## config.mk

```make
export PLATFORM = sky130hd
export DESIGN_NAME = basic_search_feeder
export DESIGN_NICKNAME = d
export VERILOG_FILES = /design/src/rtl/basic_search_feeder.sv
export SDC_FILE = /design/constraint.sdc
export NUM_CORES = 1
export LEC_CHECK = 0
export CAP_MARGIN = 20
export CORE_AREA = 2 2 602 604
export CTS_CLUSTER_DIAMETER = 80
export CTS_CLUSTER_SIZE = 40
export DETAILED_ROUTE_END_ITERATION = 6
export DIE_AREA = 0 0 604 606
export GPL_ROUTABILITY_DRIVEN = 0
export PLACE_DENSITY = 0.35
export SLEW_MARGIN = 20
export SYNTH_ARGS = -nofsm -noshare
export SYNTH_HDL_FRONTEND = slang
export SYNTH_SLANG_ARGS = --single-unit
```

## constraint.sdc

```tcl
create_clock -name clk -period 3.1 [get_ports clk]
set_input_delay 0.62 -clock clk [delete_from_list [all_inputs] [get_ports clk]]
set_output_delay 0.62 -clock clk [all_outputs]
set_load 0.02 [all_outputs]
```

## src/rtl/basic_search_feeder.sv

```systemverilog
// Streams reference rows and current-CU beats from on-chip buffers into the integer motion-search engine.
// Optional build macro FEEDER_STALL_EN adds a stall input that freezes issue and sequencing.
module basic_search_feeder #(
    parameter int REF_ROWS     = 96,
    parameter int PRELOAD_ROWS = 32,
    parameter int CUR_BEATS    = 16
) (
    input  logic         clk,
    input  logic         rst_n,
    input  logic         start,
`ifdef FEEDER_STALL_EN
    input  logic         stall,
`endif
    output logic         ref_rd_en,
    output logic [6:0]   ref_rd_addr,
    input  logic [255:0] ref_rd_data,
    output logic         cur_rd_en,
    output logic [3:0]   cur_rd_addr,
    input  logic [511:0] cur_rd_data,
    output logic [255:0] ref_input,
    output logic [511:0] current_64pixels,
    output logic         ref_valid,
    output logic         cur_valid,
    output logic         ref_begin_prepare,
    output logic         pe_begin_prepare,
    output logic         busy,
    output logic         done
);

    typedef enum logic [2:0] {
        S_IDLE,
        S_PRELOAD,
        S_CURLOAD,
        S_SEARCH,
        S_DRAIN,
        S_DONE
    } state_t;

    localparam logic [6:0] LP_PRE_LAST = 7'(PRELOAD_ROWS - 1);
    localparam logic [6:0] LP_REF_LAST = 7'(REF_ROWS - 1);
    localparam logic [3:0] LP_CUR_LAST = 4'(CUR_BEATS - 1);

    state_t        r_state;
    logic [6:0]    r_ref_addr;
    logic [3:0]    r_cur_addr;
    logic          r_drain_cnt;
    logic          r_done;
    logic          r_busy;

    logic          r_ref_vld_p0;
    logic          r_cur_vld_p0;
    logic          r_ref_vld_p1;
    logic          r_cur_vld_p1;
    logic [255:0]  r_ref_data_p1;
    logic [511:0]  r_cur_data_p1;
    logic          r_ref_prep;
    logic          r_pe_prep;

    logic          w_run;
    logic          w_ref_issue;
    logic          w_cur_issue;

`ifdef FEEDER_STALL_EN
    assign w_run = ~stall;
`else
    assign w_run = 1'b1;
`endif

    assign w_ref_issue = w_run && ((r_state == S_PRELOAD) || (r_state == S_SEARCH));
    assign w_cur_issue = w_run && (r_state == S_CURLOAD);

    assign ref_rd_en   = w_ref_issue;
    assign ref_rd_addr = r_ref_addr;
    assign cur_rd_en   = w_cur_issue;
    assign cur_rd_addr = r_cur_addr;

    // Sequencer: the reference address carries over from PRELOAD into SEARCH so rows stay contiguous.
    always_ff @(posedge clk or negedge rst_n) begin
        if (!rst_n) begin
            r_state     <= S_IDLE;
            r_ref_addr  <= '0;
            r_cur_addr  <= '0;
            r_drain_cnt <= 1'b0;
            r_done      <= 1'b0;
            r_busy      <= 1'b0;
        end else begin
            r_done <= 1'b0;
            r_busy <= (r_state != S_IDLE) && (r_state != S_DONE);
            case (r_state)
                S_IDLE: begin
                    if (start) r_state <= S_PRELOAD;
                end
                S_PRELOAD: begin
                    if (w_run) begin
                        r_ref_addr <= r_ref_addr + 7'd1;
                        if (r_ref_addr == LP_PRE_LAST) r_state <= S_CURLOAD;
                    end
                end
                S_CURLOAD: begin
                    if (w_run) begin
                        if (r_cur_addr == LP_CUR_LAST) begin
                            r_cur_addr <= '0;
                            r_state    <= S_SEARCH;
                        end else begin
                            r_cur_addr <= r_cur_addr + 4'd1;
                        end
                    end
                end
                S_SEARCH: begin
                    if (w_run) begin
                        if (r_ref_addr == LP_REF_LAST) begin
                            r_ref_addr <= '0;
                            r_state    <= S_DRAIN;
                        end else begin
                            r_ref_addr <= r_ref_addr + 7'd1;
                        end
                    end
                end
                S_DRAIN: begin
                    if (w_run) begin
                        if (r_drain_cnt) begin
                            r_drain_cnt <= 1'b0;
                            r_done      <= 1'b1;
                            r_state     <= S_DONE;
                        end else begin
                            r_drain_cnt <= 1'b1;
                        end
                    end
                end
                S_DONE: begin
                    r_state <= S_IDLE;
                end
                default: begin
                    r_state <= S_IDLE;
                end
            endcase
        end
    end

    // p0: strobe delayed to match buffer read latency; p1: data captured onto the engine buses.
    always_ff @(posedge clk or negedge rst_n) begin
        if (!rst_n) begin
            r_ref_vld_p0  <= 1'b0;
            r_cur_vld_p0  <= 1'b0;
            r_ref_vld_p1  <= 1'b0;
            r_cur_vld_p1  <= 1'b0;
            r_ref_data_p1 <= '0;
            r_cur_data_p1 <= '0;
            r_ref_prep    <= 1'b0;
            r_pe_prep     <= 1'b0;
        end else begin
            r_ref_vld_p0 <= w_ref_issue;
            r_cur_vld_p0 <= w_cur_issue;
            r_ref_vld_p1 <= r_ref_vld_p0;
            r_cur_vld_p1 <= r_cur_vld_p0;
            if (r_ref_vld_p0) r_ref_data_p1 <= ref_rd_data;
            if (r_cur_vld_p0) r_cur_data_p1 <= cur_rd_data;
            if (r_done)            r_ref_prep <= 1'b0;
            else if (r_ref_vld_p0) r_ref_prep <= 1'b1;
            if (r_done)            r_pe_prep  <= 1'b0;
            else if (r_cur_vld_p0) r_pe_prep  <= 1'b1;
        end
    end

    assign ref_input         = r_ref_data_p1;
    assign current_64pixels  = r_cur_data_p1;
    assign ref_valid         = r_ref_vld_p1;
    assign cur_valid         = r_cur_vld_p1;
    assign ref_begin_prepare = r_ref_prep;
    assign pe_begin_prepare  = r_pe_prep;
    assign busy              = r_busy;
    assign done              = r_done;

endmodule
```

==> out/summary.txt <==
Status -> finished, final reports clean
Crit-path cells -> nand2b_1, inv_4, buf_4
Share of power burned in the clock network -> 0.458
Reg-to-reg critical path startpoint -> r_cur_vld_p0
R2R setup slack -> 1.07 ns
Endpoints failing setup -> 0
Initial drt markers -> 996
Switch share -> 0.297
Fin. Hold Viols -> 0
Initial cell density of the core -> 0.0817
Setup Crit Path Kind -> flip-flop to output port
Worst IR drop on VDD -> 415 uV
TritonCTS clock tree -> yes
Place WS -> 0.804 ns
HP Start -> ref_rd_data[232]
Avg WL per Cell -> 32.1 um
Leak Pwr -> 20.5 nW
Max FO, Critical Path -> 9
Initial antenna violation count -> 295
Worst Hold Path Cells -> 2
P per Cell Area -> 515 nW/um2
Syn Nets -> 2485
Post-synth top area share -> 0.672
Core area -> 360000 um2
Worst EP arrival -> 2.23 ns
Synth Cell Area -> 29400 um2
Largest net degree at the start of global routing -> 134
Die area -> 366000 um2
Clock Latency Late Sink -> 0.84 ns
Placed instance count -> 8035
Final Total Pwr -> 28.4 mW
GRT met1 Usage -> 0.141
Chip height -> 606 um
R2R depth -> 2
Pint -> 20.0 mW
Area Overhead vs Synth -> 87.5%
Final Non-Filler Cells -> 8356
Final net count -> 4120
Fin crit period -> 2.85 ns
Setup crit start kind -> flip-flop
YS warnings -> 0
Synth cell types -> 34
Remaining global-route overflow -> 0
Vias in the first global route -> 24.1k
Clock-pin slew on the worst setup and hold paths -> 0.07 ns
Worst r2r dst -> current_64pixels[420]
CTS buffer count -> 102
Global-route wire length before repair -> 324000 um
Crit-path slowest cell -> dfrtp_1
Site Rows -> 221
FILL cells -> 39.8k
Switching power -> 8.44 mW
Hold Path End -> ref_input[232]
Req. time, crit path -> 2.48 ns
Area contributors post-synth -> dfrtp_1 67%, mux2_2 29%, buf_4 1.3%
Least-Margin Pin Slew -> 1.01 ns
Maximum capacitance violations -> 0
Slew HR -> 0.324
Sequential share of power -> 0.393
Hold/Removal Path Class -> input port to flip-flop
Count of pins over their slew limit -> 0
Synth area leader -> dfrtp_1
Max Freq -> 0.351 GHz
Combinational share of power -> 0.149
RSZ-0062 raised after global routing -> no
Total number of vias -> 23.3k
CP peak stage delay -> 0.50 ns
Wirelength, routed -> 268000 um
Fraction of layout cells with a size suffix above 1 -> 0.298
GR Util All Layers -> 0.142
Vias/cell -> 2.79
Buffers & Inverters on Critical Path -> 2
CP endpoint kind -> output port
Avg Synthesized Cell Area -> 17.2 um2
Total negative setup slack -> 0 ns
Synth Instances -> 1712
Tcrit/Tclk final -> 0.920
Register area share after synthesis -> 0.672
Residual DRC -> 0
Die width -> 604 um
Drt pass-1 iters -> 4
#FFs+latches synth -> 791
Root buf cell -> clkbuf_16
Final ANT Viol Nets -> 0
Ports -> 1558
Met2 Usage GRT -> 0.259
Crit path max-delay family -> flip-flops
Final worst setup slack -> 0.248 ns
Met3 Usage GRT -> 0.0662
Grt peak-use layer -> met2
Htree depth -> 3
Min Hold Slack -> 0.378 ns
HPWL after DPL -> 236000 um
CTS max path bufs -> 4
Worst Skew -> 0.0800 ns
I/O Buffers -> 1557
Clock net sink count -> 791
-- registers in the layout (all words and copies together), names as in the netlist, 3 cells and up --
| name | count |
|---|---|
| ref_rd_addr | 7 |
| cur_rd_addr | 4 |
| current_64pixels | 512 |
| ref_input | 256 |
| r_state | 3 |
-- power by group through the flow --
| stage | registers, mW | logic [mW] | clock network [mW] |
|---|---|---|---|
| finish | 11.2 | 4.23 | 13.0 |
| global placement | 11.4 | 4.39 | 0 |
| global route | 11.2 | 4.45 | 14.0 |
| floorplan | 11.9 | 0.440 | 0 |
| CTS | 11.2 | 4.38 | 13.7 |
| detailed placement | 11.4 | 4.36 | 0 |
-- worst max-delay path by stage --
stage	startpoint	endpoint	slack [ns]	cells after the start
CTS	current_64pixels[379]	current_64pixels[379]	0.008	1
finish	r_state[2]	ref_rd_en	0.25	3
floorplan	ref_rd_addr[0]	r_state[1]	1.53	4
detailed placement	r_state[1]	cur_rd_en	0.80	2
global route	current_64pixels[379]	current_64pixels[379]	0.09	1
global placement	r_state[1]	cur_rd_en	0.76	2
-- through the flow --
stage	area (um2)	utilization
global route	55000	0.153
floorplan	29400	-
global placement	51300	0.142
CTS	54900	0.152
finish	55200	0.153
detailed placement	51300	0.142
-- placed cells by master, fill, tap and decap left out, types with 3 or more instances in the layout --
| cell type | n |
|---|---|
| clkbuf_16 | 103 |
| clkinv_8 | 12 |
| nor2_1 | 6 |
| clkbuf_1 | 8 |
| buf_12 | 29 |
| clkbuf_8 | 7 |
| diode_2 | 134 |
| clkdlybuf4s50_1 | 1552 |
| inv_12 | 4 |
| bufinv_16 | 6 |
| mux2_2 | 770 |
| nor3_1 | 3 |
| nand3_1 | 3 |
| inv_8 | 11 |
| nand2b_1 | 4 |
| nand4_1 | 3 |
| clkinvlp_4 | 6 |
| dfrtp_1 | 788 |
| buf_4 | 36 |
| clkinv_4 | 8 |
| nand2_1 | 11 |
| o21ai_0 | 3 |
| xnor2_1 | 3 |
| inv_6 | 14 |
| clkinv_2 | 4 |
-- synth_stat cells, drive strengths merged --
cell type / instances
o211ai: 1
o22ai: 1
and2b: 1
a41oi: 1
or3: 2
dfrtp: 791
xnor2: 3
o22a: 1
nand3: 3
xor2: 2
buf: 88
nand4: 3
nand2: 11
inv: 3
a21oi: 1
nor3b: 2
ha: 2
mux2: 771
nor2: 6
a31o: 1
and2: 1
o41ai: 3
nor2b: 2
nand2b: 4
clkbuf: 1
mux2i: 1
nor3: 3
o21ai: 3
-- kinds of logic after synthesis --
family / count (synthesis) / synth area share
AOI/OAI and AO/OA: 12 / 0.00319
DFF: 791 / 0.672
muxes: 772 / 0.295
buffers and inverters: 92 / 0.0200
adders and majority gates: 2 / 0.000850
and+or+nand+nor: 38 / 0.00705
xor gates and xnor gates: 5 / 0.00149
-- layout make-up --
| class | instances | area (um2) | area share |
|---|---|---|---|
| Antenna cell | 134 | 335 | 0.00607 |
| Clock buffer | 118 | 2700 | 0.0490 |
| Clock inverter | 67 | 872 | 0.0158 |
| Inverter | 3 | 13.8 | 0.000249 |
| Multi-Input combinational cell | 829 | 9060 | 0.164 |
| Sequential cell | 791 | 19800 | 0.359 |
| Tap cell | 4794 | 6000 | 0.109 |
| Timing Repair Buffer | 1620 | 16400 | 0.297 |
-- metal layers --
layer	up-vias	part of all wire
li1	9579	-
met1	11800	0.34
met2	1246	0.52
met3	623	0.10
met4	122	0.035
met5	-	0.0028
-- timing repair --
action | CTS | global route
endpoints found under the hold margin | 31 | 0
endpoints found under the setup margin | 1 | 0
resized for setup | 2 | 0
hold buffers | 1 | 0
buffers inserted | 1 | 0
Power figures use the tool's default switching activity.
==> variant 1 (same settings) <==
The option `FEEDER_STALL_EN` is turned on by a define.
--- a/src/rtl/basic_search_feeder.sv
+++ b/src/rtl/basic_search_feeder.sv
@@ -1,5 +1,7 @@
 // Streams reference rows and current-CU beats from on-chip buffers into the integer motion-search engine.
 // Optional build macro FEEDER_STALL_EN adds a stall input that freezes issue and sequencing.
+`define FEEDER_STALL_EN
+
 module basic_search_feeder #(
     parameter int REF_ROWS     = 96,
     parameter int PRELOAD_ROWS = 32,
Ports: changed (added stall); port bits go from 1558 to 1559. No check against the original RTL was run, so the function may have changed too.
==> variant 1 against the original RTL <==
- fmax down 0.40%
- die area stayed put
- cell area is 1.3% lower
- register-to-register slack better by 60 ps
- sequential power grew 8%
- largest power group is now sequential cells
- worst setup slack worse by 11 ps
- area after synthesis fell by 0.30%
- total power rose by 12%
- sequential cell count did not move
- routed wire length shrank 6.8%
- clock power decreased by 8%
==> variant 1: results (changes against the original RTL) <==
Status = finished clean
Via-per-instance ratio = 2.77 (-0.80%)
Total internal power = 21.3 mW (+6.6%)
Number of nets at the end of the flow = 4109 (-0.27%)
Compound-gate portion of the synthesized area = 0.337% (+0.018 points)
Total iterations of the first detailed-routing run = 5 (+1)
Leakage power = 22.1 nW (+7.5%)
Total length of routed wires = 250 mm (-6.8%)
Clkbuf count = 105 (-11%)
Multi-input logic portion of the cell area = 16.7% (+0.29 points)
Total of fill cells in the finished design = 40000 (+0.37%)
WL/cell = 30.3 µm (-5.5%)
Pin count of the biggest net entering global routing = 111 (-17%)
Count of mapped cells out of synthesis = 1718 (+0.35%)
Placed standard-cell area = 51200 µm² (-0.18%)
Buffers inserted during post-CTS setup optimization = 0 (-1)
Cts repair resizes = 1 (-1)
Adder-cell share of the synthesized area = 0.0852% (+0.00025 points)
Fraction of the yosys area taken by sequential cells = 67.4% (+0.20 points)
Half-perimeter wire length after detailed placement = 217 mm (-8.2%)
Effective utilization at floorplan = 8.15% (-0.024 points)
Cell with the biggest individual delay on the critical path = clkdlybuf4s50_1
Post-Synth XOR/XNOR Area = 0.239% (+0.090 points)
Vias in the first global route = 23600 (-2.0%)
Worst slack, placed = 452 ps (-352 ps)
==> variant 1: path summary, 6_finish.rpt <==
kind	slack, ps	from	end	depth (start not counted)
min in group clk	350	cur_rd_data[194]	current_64pixels[194]$_DFFE_PN0P_	2
hold reg to reg	470	r_drain_cnt$_DFFE_PN0P_	r_drain_cnt$_DFFE_PN0P_	1
max in group asynchronous	2280	rst_n	current_64pixels[312]$_DFFE_PN0P_	2
setup / recovery	240	ref_rd_addr[6]$_DFFE_PN0P_	ref_rd_addr[6]	1
hold / removal	150	rst_n	r_state[0]$_DFFE_PN0P_	2
setup reg to reg	1130	r_cur_vld_p0$_DFF_PN0_	current_64pixels[38]$_DFFE_PN0P_	2
==> variant 1: routing by layer <==
metal / vias to the layer above / track usage, % / part of all wire [%]
met5: - / 0 / 0.18
met4: 70 / 3.62 / 3.5
met2: 1224 / 24.1 / 52
li1: 9423 / - / -
met1: 11600 / 13.7 / 35
met3: 530 / 5.57 / 9.4
==> variant 2 (same settings) <==
Without the edit above. Register the inputs `start`, `ref_rd_data` and `cur_rd_data` before use. The logic sees them one clock later.
--- a/src/rtl/basic_search_feeder.sv
+++ b/src/rtl/basic_search_feeder.sv
@@ -39,6 +39,16 @@
     localparam logic [6:0] LP_PRE_LAST = 7'(PRELOAD_ROWS - 1);
     localparam logic [6:0] LP_REF_LAST = 7'(REF_ROWS - 1);
     localparam logic [3:0] LP_CUR_LAST = 4'(CUR_BEATS - 1);
+
+    logic start_q;
+    logic [255:0] ref_rd_data_q;
+    logic [511:0] cur_rd_data_q;
+
+    always_ff @(posedge clk) begin
+        start_q       <= start;
+        ref_rd_data_q <= ref_rd_data;
+        cur_rd_data_q <= cur_rd_data;
+    end
 
     state_t        r_state;
     logic [6:0]    r_ref_addr;
@@ -88,7 +98,7 @@
             r_busy <= (r_state != S_IDLE) && (r_state != S_DONE);
             case (r_state)
                 S_IDLE: begin
-                    if (start) r_state <= S_PRELOAD;
+                    if (start_q) r_state <= S_PRELOAD;
                 end
                 S_PRELOAD: begin
                     if (w_run) begin
@@ -153,8 +163,8 @@
             r_cur_vld_p0 <= w_cur_issue;
             r_ref_vld_p1 <= r_ref_vld_p0;
             r_cur_vld_p1 <= r_cur_vld_p0;
-            if (r_ref_vld_p0) r_ref_data_p1 <= ref_rd_data;
-            if (r_cur_vld_p0) r_cur_data_p1 <= cur_rd_data;
+            if (r_ref_vld_p0) r_ref_data_p1 <= ref_rd_data_q;
+            if (r_cur_vld_p0) r_cur_data_p1 <= cur_rd_data_q;
             if (r_done)            r_ref_prep <= 1'b0;
             else if (r_ref_vld_p0) r_ref_prep <= 1'b1;
             if (r_done)            r_pe_prep  <= 1'b0;
Function: changed (a bounded check fails within 4 cycles, from zero or initial values and one cycle with rst_n low).
==> variant 2 against the original RTL <==
- via count grew 17%
- cell area rose by 30%
- critical endpoint is now cur_rd_addr[2]
- routed wire length is 15% lower
- sequential power grew 140%
- largest cell class unchanged
- highest routed layer unchanged
- area after synthesis increased by 52%
- worst setup slack got worse by 21 ps
- largest power group is now sequential cells
- total power grew 130%
- sequential cell count grew 769
==> variant 2: results (changes against the original RTL) <==
Share of final layout cell area taken by non-clock buffers = 23.1% (-6.7 points)
Sw Pwr = 22.7 mW (+170%)
Fraction of power consumed by the clock network = 27.9% (-18 points)
CTS Buf Count = 118 (+16%)
Tcrit/Tclk final = 92.7% (+0.67 points)
Length of routed met2 wiring = 121 mm (-13%)
Clock latency reported for the late side of the worst-skew pair = 900 ps (+60 ps)
Number of DRC markers after the initial detailed-route iteration = 954 (-4.2%)
Kind of cell with the highest combined delay on the critical path = buffers and inverters
Total of fill cells in the finished design = 38600 (-3.2%)
Start point of the critical path = cur_rd_addr[2]$_DFFE_PN0N_
Non-clk invs = 4 (+1)
Combined area of the multi-input logic cells = 9050 µm² (-0.17%)
Global-route wire length before repair = 295 mm (-8.7%)
Status = finished clean
Worst reg2reg path depth = 3 (+1)
Net count after synthesis = 3254 (+31%)
Post-synthesis async set-or-reset flop share = 50.7% (-49 points)
Number of nets at the end of the flow = 4914 (+19%)
Fraction of the yosys area taken by sequential cells = 78.7% (+11 points)
Critical path endpoint = cur_rd_addr[2]
Non-filler cells in the finished layout = 9072 (+8.6%)
Worst slew margin relative to its limit = 47.9% (+15 points)
Hold_sp = ref_rd_data[62]
DRT met1 WL = 81.7 mm (-9.7%)
Detail Route met3 WL = 20.1 mm (-28%)
Initial antenna violation count = 184 (-38%)
Skew final = 97.0 ps (+17.0 ps)
Met1 Usage GRT = 12.6% (-1.5 points)
Count of mapped cells out of synthesis = 2481 (+45%)
End of the worst register-to-register path = current_64pixels[16]$_DFFE_PN0P_
GR Layer Usage met3 = 4.89% (-1.7 points)
Worst hold endpoint = ref_rd_data_q[62]$_DFF_P_
Antenna Cells = 38 (-72%)
Fraction of layout cells with a size suffix above 1 = 25.0% (-4.8 points)
Total length of routed wires = 229 mm (-15%)
Maximum ir drop on the vdd rail = 0.000449 V (+8.2%)
Clock tree cell share of total cell area = 6.54% (+0.063 points)
Count of placed standard cells including taps = 8807 (+9.6%)
Worst hold path cell count = 1 (-1)
Arrival time reported for the critical path endpoint = 2250 ps (+20 ps)
Clk slew on worst S/H paths = 120 ps (+50 ps)
Sink count of the clock tree = 1560 (+97%)
Fraction of met2 tracks used by global routing = 22.5% (-3.3 points)
Leakage power = 29.1 nW (+42%)
[variant 2: logic make-up (layout without fill, tap and decap cells)]
logic type / after synthesis / after routing / share of synthesized area [%]
other cells: 0 / 38 / 0
compound gates: 15 / 15 / 0.229
fa+ha+maj: 2 / 2 / 0.0559
simple gates: 36 / 36 / 0.462
mux: 770 / 770 / 19.4
buf+inv: 93 / 1852 / 1.09
flops: 1560 / 1560 / 78.7
xor+xnor: 5 / 5 / 0.0979
[variant 2: stage by stage]
stage	total power, mW	area [µm²]	util, %	hold slack [ps]
3_3_place_gp	48.0	66700	18.5	441
5_1_grt	68.5	71500	19.8	42.0
6_report	65.5	71600	19.9	134
4_1_cts	67.0	71500	19.8	1.01
3_5_place_dp	48.2	66700	18.5	445
2_1_floorplan	35.6	44700	-	324
[variant 2: what timing repair did]
| item | CTS | global route |
|---|---|---|
| buffers inserted | 1 | 0 |
| gates resized for setup | 1 | 0 |
| endpoints found under the setup margin | 2 | 0 |
| hold endpoints to repair | 14 | 0 |
| hold buffers | 7 | 0 |
